### src/rtl/apb_ahb_pkg.sv
// Shared AHB encodings and the bridge FSM state type for the APB/AHB bridge pair.
package apb_ahb_pkg;

    localparam logic [1:0] HTRANS_IDLE   = 2'b00;
    localparam logic [1:0] HTRANS_NONSEQ = 2'b10;

    localparam logic [1:0] HRESP_OKAY  = 2'b00;
    localparam logic [1:0] HRESP_ERROR = 2'b01;
    localparam logic [1:0] HRESP_RETRY = 2'b10;
    localparam logic [1:0] HRESP_SPLIT = 2'b11;

    localparam logic [2:0] HSIZE_WORD    = 3'b010;
    localparam logic [2:0] HBURST_SINGLE = 3'b000;

    typedef enum logic [1:0] {
        ST_IDLE,
        ST_ADDR,
        ST_DATA,
        ST_DONE
    } state_e;

endpackage

### src/rtl/apb2ahb_bridge.sv
// APB3 completer that turns each APB access into one 32-bit AHB SINGLE transfer,
// stalling APB with pready until the AHB data phase completes.
module apb2ahb_bridge
    import apb_ahb_pkg::*;
#(
    parameter int                    ADDR_WIDTH = 40,
    parameter logic [ADDR_WIDTH-1:0] AHB_BASE   = '0,
    parameter logic [3:0]            HPROT_VAL  = 4'b0011,
    parameter int                    RETRY_MAX  = 4
) (
    input  logic                  pclk,
    input  logic                  presetn,
    input  logic                  psel,
    input  logic                  penable,
    input  logic                  pwrite,
    input  logic [ADDR_WIDTH-1:0] paddr,
    input  logic [31:0]           pwdata,
    output logic [31:0]           prdata,
    output logic                  pready,
    output logic                  pslverr,
    output logic [ADDR_WIDTH-1:0] haddr,
    output logic [1:0]            htrans,
    output logic                  hwrite,
    output logic [2:0]            hsize,
    output logic [2:0]            hburst,
    output logic [3:0]            hprot,
    output logic                  hmastlock,
    output logic [31:0]           hwdata,
    input  logic [31:0]           hrdata,
    input  logic                  hready,
    input  logic [1:0]            hresp
);

    localparam int                CNT_W       = (RETRY_MAX < 1) ? 1 : $clog2(RETRY_MAX + 1);
    localparam logic [CNT_W-1:0]  RETRY_LIMIT = CNT_W'(RETRY_MAX);

    state_e                  state_q, state_d;
    logic [ADDR_WIDTH-1:0]   haddr_q;
    logic                    hwrite_q;
    logic [31:0]             hwdata_q;
    logic [31:0]             prdata_q;
    logic                    err_q;
    logic [CNT_W-1:0]        retry_cnt;

    logic capture;
    logic set_err;
    logic latch_rd;
    logic retry_inc;

    // NOTE: state registers use non-blocking assignments so every flop samples pre-edge values.
    always_ff @(posedge pclk or negedge presetn) begin
        if (!presetn) state_q <= ST_IDLE;
        else          state_q <= state_d;
    end

    // NOTE: every signal written here gets a default first, otherwise a latch is inferred.
    always_comb begin
        state_d   = state_q;
        capture   = 1'b0;
        set_err   = 1'b0;
        latch_rd  = 1'b0;
        retry_inc = 1'b0;
        unique case (state_q)
            ST_IDLE: begin
                // A lone access phase without a preceding setup phase is ignored.
                if (psel && !penable) begin
                    capture = 1'b1;
                    state_d = (paddr[1:0] != 2'b00) ? ST_DONE : ST_ADDR;
                end
            end
            ST_ADDR: begin
                if (hready) state_d = ST_DATA;
            end
            ST_DATA: begin
                // The first (hready=0) cycle of a two-cycle response is simply waited through.
                if (hready) begin
                    case (hresp)
                        HRESP_OKAY: begin
                            latch_rd = !hwrite_q;
                            state_d  = ST_DONE;
                        end
                        HRESP_ERROR: begin
                            set_err = 1'b1;
                            state_d = ST_DONE;
                        end
                        default: begin
                            if (retry_cnt < RETRY_LIMIT) begin
                                retry_inc = 1'b1;
                                state_d   = ST_ADDR;
                            end else begin
                                set_err = 1'b1;
                                state_d = ST_DONE;
                            end
                        end
                    endcase
                end
            end
            ST_DONE: begin
                // Leaves after one cycle even if psel was dropped, so the bridge never hangs.
                state_d = ST_IDLE;
            end
            default: state_d = ST_IDLE;
        endcase
    end

    always_ff @(posedge pclk or negedge presetn) begin
        if (!presetn) begin
            haddr_q   <= '0;
            hwrite_q  <= 1'b0;
            hwdata_q  <= '0;
            prdata_q  <= '0;
            err_q     <= 1'b0;
            retry_cnt <= '0;
        end else begin
            if (capture) begin
                haddr_q   <= AHB_BASE + paddr;
                hwrite_q  <= pwrite;
                hwdata_q  <= pwdata;
                err_q     <= (paddr[1:0] != 2'b00);
                retry_cnt <= '0;
            end
            if (set_err)   err_q     <= 1'b1;
            if (retry_inc) retry_cnt <= retry_cnt + 1'b1;
            if (latch_rd)  prdata_q  <= hrdata;
        end
    end

    assign htrans    = (state_q == ST_ADDR) ? HTRANS_NONSEQ : HTRANS_IDLE;
    assign haddr     = haddr_q;
    assign hwrite    = hwrite_q;
    assign hwdata    = hwdata_q;
    assign hsize     = HSIZE_WORD;
    assign hburst    = HBURST_SINGLE;
    assign hprot     = HPROT_VAL;
    assign hmastlock = 1'b0;

    assign prdata  = prdata_q;
    assign pready  = (state_q == ST_DONE) && psel && penable;
    assign pslverr = pready && err_q;

endmodule

### config.mk
export PLATFORM = sky130hd
export DESIGN_NAME = apb2ahb_bridge
export DESIGN_NICKNAME = d
export VERILOG_FILES = /design/src/rtl/apb_ahb_pkg.sv /design/src/rtl/apb2ahb_bridge.sv
export SDC_FILE = /design/constraint.sdc
export NUM_CORES = 1
export LEC_CHECK = 0
export CORE_MARGIN = 2
export CORE_UTILIZATION = 35
export CTS_CLUSTER_SIZE = 28
export DETAILED_ROUTE_END_ITERATION = 8
export PLACE_DENSITY = 0.72
export SETUP_SLACK_MARGIN = 0.15
export SYNTH_ARGS = -nofsm -noshare
export SYNTH_HDL_FRONTEND = slang
export SYNTH_SLANG_ARGS = --single-unit
### constraint.sdc
create_clock -name pclk -period 3.4 [get_ports pclk]
set_input_delay 0.34 -clock pclk [delete_from_list [all_inputs] [get_ports pclk]]
set_output_delay 0.34 -clock pclk [all_outputs]
set_load 0.02 [all_outputs]
==> key figures, run 1 <==
Layout
  – Register area: 2778 um2
  – Layout Nets: between 700 and 800
  – Ant diodes: 0
  – Fill cells: 1096
  – Post-route cell area: about 7100 um2
  – Layout cell share with drive strength beyond 1: 0.09077
  – Post-route insts no fill: 811
  – Multi-input gate area: 1529 um2
  – Area grow syn2layout: 57.79%
  – Commonest cells after routing, fill and taps aside: 222 x nand2_1, 218 x clkdlybuf4s50_1, 111 x dfrtp_1
  – Commonest non-fill, non-tap cell in the layout: nand2_1

Synthesis
  – Synth Warn #: 0
  – Seq/Total Area, Yosys: 0.6174
  – Cells after Synth: 423
  – Synth Cell Area: 4499 um2
  – Distinct cells, synth: 28
  – Syn avg cell area: roughly 11 um2
  – Synth area leaders: dfrtp_1 62%, nand2_1 19%, mux2_4 10%
  – Synth top area share: 0.6174
  – Seq cells post-synth: roughly 110
  – Largest area contributor in the netlist: dfrtp_1

Pwr
  – Worst VDD drop: approximately 0.37 mV
  – Register share of total power: 0.354
  – Switching Fraction: 0.3568
  – Design Power: 6.480 mW
  – Clock Power Share: 0.177
  – Part of the power in combinational logic: 0.468
  – Internal: about 4.2 mW
  – PwrDens: 912.7 nW/um2
  – Leak: about 3.5 nW
  – Switching power: around 2.3 mW

Setup path
  – Critical Path AT: between 2 and 3 ns
  – Top delay family on crit path: simple AND/OR/NAND/NOR gates
  – Slowest Stage Delay on Critical Path: around 1.1 ns
  – CP endpoint kind: flip-flop
  – Crit path max fanout: 32
  – Worst EP required: 3.63 ns
  – Worst Setup Start Kind: flip-flop
  – CP bufs+invs: 0
  – Setup CP Type: flip-flop to flip-flop
  – Crit path cell chain: nand3b_1, or4_2, mux2_4
  – Slowest CP cell: or4_2

Run status
  – Outcome: completed

Global routing
  – GRT overflow: 0
  – Vias in the first global route: between 3000 and 4000
  – Tot GR Track Use: 0.1801
  – Largest net degree at the start of global routing: between 60 and 70
  – Initial antenna violation count: 0
  – First-pass GRT wire length: about 20000 um

Floorplanning
  – Initial Util: 0.3580
  – DIE WIDTH: 117.4 um
  – IO Count: about 230
  – Die area: 13780 um2
  – Core Rows: 41
  – Core area: about 13000 um2
  – Height of the die: between 100 and 150 um

Clock tree
  – Worst-skew pair later-pin latency: about 0.35 ns
  – CTS tree: built
  – Cts repair resizes: 0
  – Root buffer cell: clkbuf_16
  – Bufs on Longest Clock Path: 2
  – Reg clk slew, reported paths: about 0.070 ns
  – Postcts setup bufs: 0
  – CTS Buf Count: 9
  – Hold buffers post-CTS: 0
  – CTS sink count: approximately 110
  – CTS H-tree lvls: 3

STA
  – Post-layout min period: ~2.3 ns
  – Rel. slew slack: 0.3270
  – Worst slew pin tran: between 1 and 1.5 ns
  – Fin crit share: 0.6882
  – Setup TNS: 0 ns
  – Max-slew violation count: 0
  – Max Clock Skew: approximately 0.005 ns
  – Peak Freq: ~0.43 GHz
  – Final setup viols: 0
  – RSZ-0062 raised after global routing: no
  – Count of final hold-check violations: 0

Routing
  – Vias per cell: around 4.4
  – Post-DRT Antenna Nets: 0
  – Wire per inst: roughly 15 um
  – DR vias: roughly 3600
  – Drc violations: 0
  – Final WL: between 10000 and 15000 um
  – Initial drt markers: about 210
  – Pre-Repair DR Iteration Count: 4

Placed design
  – DP Area: a little under 7000 um2
  – Dpl cells: 795
  – Final GP Congestion: about 0.79
  – Port-buffer cells: 219
  – Final HPWL DP: 8715 um

Run
  – Max-cap check violation count: 0

Worst hold path
  – Worst min-delay path category: input pin to async pin
==> synthesized netlist by cell type <==
cell type and instances:
a211o_1 1, and2b_2 1, mux2i_1 3, or4b_1 1, nor2_1 3, o22ai_1 1, and2_1 1, buf_4 12
a22o_1 1, dfrtp_1 111, buf_6 1, nand2_1 222, o31a_2 1, conb_1 2, nor4b_1 1, inv_1 2
or4_1 1, and4_2 1, buf_2 4, mux2_2 2, buf_12 3, nand3b_1 1, and3b_2 1, a21oi_1 1
and3b_1 1, mux2_4 30, ha_1 1, clkbuf_1 13
==> layer usage <==
| metal | GRT usage | part of all wire |
|---|---|---|
| met2 | 0.2836 | 0.46 |
| met1 | 0.2296 | 0.43 |
| met4 | 0.07455 | 0.022 |
| met3 | 0.05837 | 0.082 |
| met5 | 0 | 0 |
==> final cells by class <==
class	count	share of cell area
Clock inverter	3	0.009165
Clock buffer	13	0.03666
Tap cell	172	0.03031
Timing Repair Buffer	223	0.3162
Sequential cell	111	0.3913
Inverter	2	0.001057
Multi-Input combinational cell	287	0.2154
==> final timing paths <==
kind	startpoint	to	slack, ns	cells past startpoint
worst max-delay path	state_q[0]	prdata[16]	1.06	3
worst min-delay path	presetn	prdata[19]	0.09	1
worst max register to register	state_q[0]	prdata[16]	1.06	3
worst min register to register	haddr[29]	haddr[29]	0.47	2
max in group asynchronous	presetn	hwdata[6]	2.53	2
min in group pclk	haddr[29]	haddr[29]	0.47	2
==> power groups by stage <==
| stage | clock network [mW] | registers (mW) | logic, mW |
|---|---|---|---|
| finish | 1.15 | 2.30 | 3.04 |
| global route | 1.24 | 2.38 | 3.22 |
| CTS | 1.18 | 2.30 | 3.07 |
| detailed placement | 0 | 2.32 | 3.06 |
| global placement | 0 | 2.28 | 3.00 |
| floorplan | 0 | 3.00 | 0.798 |
==> per-stage QoR <==
step                      setup slack, ns  utilization  hold WS (ns)
after global placement             0.7994       0.5390        0.4569
after global routing               0.9763       0.5649        0.1644
after detailed placement           0.7642       0.5390        0.4611
after CTS                           1.079       0.5649        0.1212
after floorplan                     1.688            -       0.04441
final                               1.060       0.5649       0.09193
==> kinds of logic after synthesis <==
| logic type | after synthesis | share of synthesized area |
|---|---|---|
| other | 2 | 0.001669 |
| AOI/OAI and AO/OA | 5 | 0.008621 |
| muxes | 35 | 0.1118 |
| buffers and inverters | 35 | 0.05284 |
| DFF | 111 | 0.6174 |
| and+or+nand+nor | 234 | 0.2050 |
| adders and majority gates | 1 | 0.002780 |
==> state kept, by name, summed over array words and instances, names as in the netlist <==
signal     flops
haddr         40
err_q          1
state_q        2
hwrite         1
hwdata        32
prdata        32
retry_cnt      3
==> worst register-to-register path, delay by kind of cell (launching register included) <==
kind / cells / cell delay (ns)
AND/OR/NAND/NOR: 2 / 1.28
flip-flops: 1 / 0.46
multiplexers: 1 / 0.49
No activity file was read; power rests on OpenSTA's default activity.
==> inputs of run 2 (changes only) <==
--- a/config.mk
+++ b/config.mk
@@ -9,7 +9,7 @@
 export CORE_UTILIZATION = 35
 export CTS_CLUSTER_SIZE = 28
 export DETAILED_ROUTE_END_ITERATION = 8
-export PLACE_DENSITY = 0.72
+export PLACE_DENSITY = 0.75
 export SETUP_SLACK_MARGIN = 0.15
 export SYNTH_ARGS = -nofsm -noshare
 export SYNTH_HDL_FRONTEND = slang
==> constraint.sdc (replaced) <==
create_clock -name pclk -period 2.05 [get_ports pclk]
set_input_delay 0.205 -clock pclk [delete_from_list [all_inputs] [get_ports pclk]]
set_output_delay 0.205 -clock pclk [all_outputs]
set_load 0.02 [all_outputs]
==> run 2 against run 1 <==
Sequential share of layout area down 0.33 points; non-clock buffer count grew 8; wire length decreased by 2.9%; first-iteration DRC count shrank 6.3%; critical path type unchanged; critical endpoint is now prdata[23]; highest routed layer unchanged.
==> key figures, run 2 (synthesis gave the netlist of run 1 again) <==
Layout
  – Max reg flops: 40 (unchanged)
  – Finished Core Util: 0.5699 (+0.005077)
  – Area grow syn2layout: 59.20%
  – Layout Nets: 755 (+1.1%)
  – Layout cell share with drive strength beyond 1: 0.1037 (+0.01295)
  – Fill cells: 1053 (-3.9%)
  – Post-route cell area: 7163 um2 (+0.90%)
  – Commonest cells after routing, fill and taps aside: 222 x nand2_1, 215 x clkdlybuf4s50_1, 110 x dfrtp_1
  – Commonest non-fill, non-tap cell in the layout: nand2_1
  – Ant diodes: 0 (unchanged)

Placed design
  – Port-buffer cells: 219 (unchanged)
  – Final GP Congestion: 0.7957 (+0.61%)
  – Final HPWL DP: 8649 um (-0.76%)
  – DP Area: 6864 um2 (+1.3%)
  – DP Worst Slack: -0.03728 ns (-0.8015 ns)

STA
  – RSZ-0062 raised after global routing: no
  – Final setup viols: 0 (unchanged)
  – Count of final hold-check violations: 0 (unchanged)
  – Max Clock Skew: 0.005432 ns (+0.0005198 ns)
  – Fin crit share: 0.9105 (+0.2224)
  – Setup TNS: 0 ns (unchanged)
  – Worst Setup Slack, final: 0.1834 ns (-0.8769 ns)
  – Peak Freq: 0.5357 GHz (+25%)
  – Post-layout min period: 1.867 ns (-0.4731 ns)
  – Max-slew violation count: 0 (unchanged)

Clock tree
  – Worst-skew pair later-pin latency: 0.34 ns (about the same)
  – CTS H-tree lvls: 3 (unchanged)
  – CTS Buf Count: 9 (unchanged)
  – Bufs on Longest Clock Path: 2 (unchanged)
  – Reg clk slew, reported paths: 0.07 ns (about the same)
  – Root buffer cell: clkbuf_16
  – CTS sink count: 111 (unchanged)
  – CTS tree: built

Routing
  – Wire per inst: 14.21 um (-3.7%)
  – Drc violations: 0 (unchanged)
  – Initial drt markers: 193 (-6.3%)
  – Final WL: 11620 um (-2.9%)
  – Pre-Repair DR Iteration Count: 4 (unchanged)
  – Vias per cell: 4.446 (about the same)
  – DR vias: 3637 (+0.89%)
  – Post-DRT Antenna Nets: 0 (unchanged)

Worst hold path
  – Worst min-delay path category: input pin to async pin

Global routing
  – Initial antenna violation count: 0 (unchanged)
  – Vias in the first global route: 3823 (+5.6%)
  – First-pass GRT wire length: 19400 um (-0.92%)
  – Largest net degree at the start of global routing: 75 (+8.7%)
  – Tot GR Track Use: 0.1755 (-0.004689)
  – GRT overflow: 0 (unchanged)

Pwr
  – Worst VDD drop: 1.000 mV (+170%)
  – Design Power: 10.59 mW (+63%)
  – Leak: 3.492 nW (+1.1%)
  – PwrDens: 1478 nW/um2 (+62%)

Setup path
  – CP bufs+invs: 1 (+1)
  – Critical Path AT: 2.10 ns (-0.47 ns)
  – Worst EP required: 2.28 ns (-1.35 ns)
  – CP endpoint kind: flip-flop
  – Crit path cell chain: nand3b_1, or4_2, buf_12, mux2_4
  – Setup CP Type: flip-flop to flip-flop
  – Slowest Stage Delay on Critical Path: 0.61 ns (-0.45 ns)
  – Top delay family on crit path: simple AND/OR/NAND/NOR gates
  – Slowest CP cell: or4_2
  – Crit path max fanout: 32 (unchanged)
  – Worst Setup Start Kind: flip-flop

Floorplanning
  – Die area: 13780 um2 (unchanged)
  – Height of the die: 117.4 um (unchanged)
  – Initial Util: 0.3580 (unchanged)
  – IO Count: 232 (unchanged)
  – Core area: 12570 um2 (unchanged)
  – Core Rows: 41 (unchanged)
  – DIE WIDTH: 117.4 um (unchanged)

Run status
  – Outcome: completed

Run
  – Max-cap check violation count: 0 (unchanged)
## run 2: cell type report
cell class | instances | area, um2 | share of cell area
flip-flops and latches | 111 | 2779 | 0.3879
repair buffers | 231 | 2341 | 0.3268
multi-input cells | 287 | 1533 | 0.2140
clock buffers | 9 | 225.2 | 0.03144
well taps | 172 | 215.2 | 0.03004
clock inverters | 6 | 62.56 | 0.008734
inverters | 2 | 7.507 | 0.001048
## run 2: final timing paths
kind                              end        from  cells past startpoint  slack [ns]
max reg2reg                prdata[23]  state_q[0]                      4        0.18
max                        prdata[23]  state_q[0]                      4        0.18
max in group asynchronous   haddr[23]     presetn                      3        1.07
min                         haddr[33]     presetn                      2        0.31
min in group pclk           hwdata[2]   pwdata[2]                      3        0.38
min reg2reg                hwdata[10]  hwdata[10]                      2        0.47
## run 2: metrics by stage
step / instances / hold slack, ns
after floorplan: 433 / -0.09059
after CTS: 818 / 0.2944
after global routing: 818 / 0.3168
final: 818 / 0.3060
after global placement: 802 / 0.1128
after detailed placement: 802 / 0.1181
## run 2: per-layer routing
layer  global-route usage  share of wire
met3              0.06566          0.074
met1               0.2170           0.42
met4              0.05949          0.021
met5                    0              0
met2               0.2836           0.48
## run 2: timing repair
action	in CTS	in global routing
resized for setup	4	1
setup endpoints to repair	3	47
hold buffers	1	0
cloned	0	0
buffers inserted	0	0
endpoints found under the hold margin	20	0
## run 2: report_power, final
part           internal, mW  leakage, nW  switching [mW]  total [mW]
sequential             3.21         1.38           0.582        3.79
combinational          2.61         1.98            2.48        5.09
clock                 0.936        0.133           0.774        1.71
total                  6.76         3.49            3.83        10.6
==> inputs of run 3 (changes only) <==
--- a/config.mk
+++ b/config.mk
@@ -7,6 +7,7 @@
 export LEC_CHECK = 0
 export CORE_MARGIN = 2
 export CORE_UTILIZATION = 35
+export CTS_BUF_LIST = sky130_fd_sc_hd__clkbuf_8
 export CTS_CLUSTER_SIZE = 28
 export DETAILED_ROUTE_END_ITERATION = 8
 export PLACE_DENSITY = 0.75
==> run 3 against run 2 <==
Combinational power about the same; final area decreased by 1.4%; via count decreased by 0.27%; sequential power about the same; utilization decreased by 0.81 points; clock-buffer cell count unchanged; critical path type unchanged; largest power group unchanged; highest routed layer unchanged.
==> key figures, run 3 (synthesis gave the netlist of run 1 again) <==
Routing
  – Max layer used: met4
  – DR vias: 3627 (-0.27%)
  – Met3 routed WL: 873 um (+1.3%)
  – Pre-Repair DR Iteration Count: 4 (unchanged)
  – WL met2: 5541 um (-1.1%)
  – M1 WL: 4877 um (-0.89%)
  – Wire per inst: 14.13 um (-0.54%)
  – Initial drt markers: 172 (-11%)
  – Drc violations: 0 (unchanged)
  – Final WL: 11560 um (-0.54%)
  – Post-DRT Antenna Nets: 0 (unchanged)
  – Vias per cell: 4.434 (-0.27%)

Placed design
  – Port-buffer cells: 219 (unchanged)
  – Final GP Congestion: 0.7957 (unchanged)
  – DP Area: 6864 um2 (unchanged)
  – Final HPWL DP: 8649 um (unchanged)
  – DP Worst Slack: -0.03728 ns (unchanged)

Global routing
  – Initial antenna violation count: 0 (unchanged)
  – Vias in the first global route: 3811 (-0.31%)
  – Largest net degree at the start of global routing: 75 (unchanged)
  – GRT overflow: 0 (unchanged)
  – First-pass GRT wire length: 19330 um (-0.32%)
  – Tot GR Track Use: 0.1749 (-0.0005231)

Run status
  – Outcome: completed

Floorplanning
  – DIE WIDTH: 117.4 um (unchanged)
  – IO Count: 232 (unchanged)
  – Core area: 12570 um2 (unchanged)
  – Core Rows: 41 (unchanged)
  – Die area: 13780 um2 (unchanged)
  – Height of the die: 117.4 um (unchanged)
  – Initial Util: 0.3580 (unchanged)

Pwr
  – Internal: 6.368 mW (-5.8%)
  – Leak: 3.446 nW (-1.3%)
  – PwrDens: 1437 nW/um2 (-2.8%)
  – Clock Power Share: 0.126 (-0.036)
  – Design Power: 10.14 mW (-4.2%)
  – Switching power: 3.776 mW (-1.5%)
  – Worst VDD drop: 0.9848 mV (-1.5%)
  – Register share of total power: 0.373 (+0.015)
  – Part of the power in combinational logic: 0.501 (+0.021)
  – Switching Fraction: 0.3723 (+0.01029)

Clock tree
  – Reg clk slew, reported paths: 0.10 ns (+0.03 ns)
  – CTS H-tree lvls: 3 (unchanged)
  – CTS Buf Count: 9 (unchanged)
  – CTS sink count: 111 (unchanged)
  – Worst-skew pair later-pin latency: 0.38 ns (+0.04 ns)
  – Bufs on Longest Clock Path: 2 (unchanged)
  – Root buffer cell: clkbuf_8
  – CTS tree: built

Setup path
  – Critical Path AT: 2.13 ns (+0.03 ns)
  – Worst Setup Start Kind: flip-flop
  – Setup CP Type: flip-flop to flip-flop
  – CP endpoint kind: flip-flop
  – Crit path max fanout: 32 (unchanged)
  – Worst EP required: 2.31 ns (+0.03 ns)

Run
  – Max-cap check violation count: 0 (unchanged)

Layout
  – Layout Nets: 755 (unchanged)
  – Ant diodes: 0 (unchanged)
  – Area grow syn2layout: 56.95%
  – Layout cell share with drive strength beyond 1: 0.1037 (unchanged)
  – Max reg flops: 40 (unchanged)
  – Commonest non-fill, non-tap cell in the layout: nand2_1
  – Commonest cells after routing, fill and taps aside: 222 x nand2_1, 215 x clkdlybuf4s50_1, 110 x dfrtp_1
  – Finished Core Util: 0.5619 (-0.008063)
  – Fill cells: 1063 (+0.95%)
  – Post-route cell area: 7062 um2 (-1.4%)

STA
  – Peak Freq: 0.5349 GHz (-0.16%)
  – Worst Setup Slack, final: 0.1803 ns (-0.003052 ns)
  – RSZ-0062 raised after global routing: no
  – Max-slew violation count: 0 (unchanged)
  – Count of final hold-check violations: 0 (unchanged)
  – Max Clock Skew: 0.008273 ns (+0.002841 ns)
  – Post-layout min period: 1.870 ns (+0.003052 ns)
  – Final setup viols: 0 (unchanged)
  – Fin crit share: 0.9120 (+0.001489)

Worst hold path
  – Worst min-delay path category: input pin to async pin
-- run 3: cell count changes in the layout (fill, tap and decap cells not counted) --
cell	before	now
clkbuf_16	9	0
clkbuf_8	0	9
-- run 3: worst paths after layout --
check,start,cells past startpoint,endpoint,slack (ns)
max,state_q[0],4,prdata[29],0.18
min,presetn,2,haddr[33],0.26
max reg2reg,state_q[0],4,prdata[29],0.18
min reg2reg,hwdata[10],2,hwdata[10],0.48
max in group asynchronous,presetn,3,haddr[23],1.12
min in group pclk,paddr[35],3,haddr[35],0.34
-- run 3: layer usage --
metal,vias to the layer above,global-route usage
met1,1727,0.2183
met4,0,0.05949
met3,21,0.06566
met2,157,0.2803
li1,1722,-
met5,-,0
-- run 3: power by group through the flow --
stage / clock network [mW] / registers, mW / logic [mW]
6_report: 1.28 / 3.79 / 5.08
5_1_grt: 1.42 / 3.91 / 5.43
4_1_cts: 1.34 / 3.79 / 5.14
3_5_place_dp: 0 / 3.82 / 5.13
3_3_place_gp: 0 / 3.79 / 5.04
2_1_floorplan: 0 / 4.97 / 1.32
-- run 3: stage by stage --
step	hold WS, ns	TNS (ns)	cells
final	0.2646	0	818
after global routing	0.2638	0	818
after CTS	0.2440	0	818
after detailed placement	0.1181	-0.8558	802
after global placement	0.1128	-0.4637	802
after floorplan	-0.09059	0	433
-- run 3: timing repair --
item | in CTS | in global routing
resized for setup | 4 | 1
endpoints found under the setup margin | 3 | 63
setup buffers | 0 | 0
hold endpoints to repair | 20 | 0
hold buffers | 1 | 0
-- run 3: final cells by class --
class                      instances  area (um2)  area share
tap                              172       215.2     0.03047
clock buffer                       9       123.9     0.01754
clock inverter                     6       62.56    0.008859
multi-input combinational        287        1533      0.2170
timing repair buffer             231        2341      0.3315
sequential                       111        2779      0.3935
inverter                           2       7.507    0.001063
-- run 3: critical path, cell delays in order, from the launching register on --
cell      delay (ns)
dfrtp_1         0.41
nand3b_1        0.18
or4_2           0.61
buf_12          0.23
mux2_4          0.32
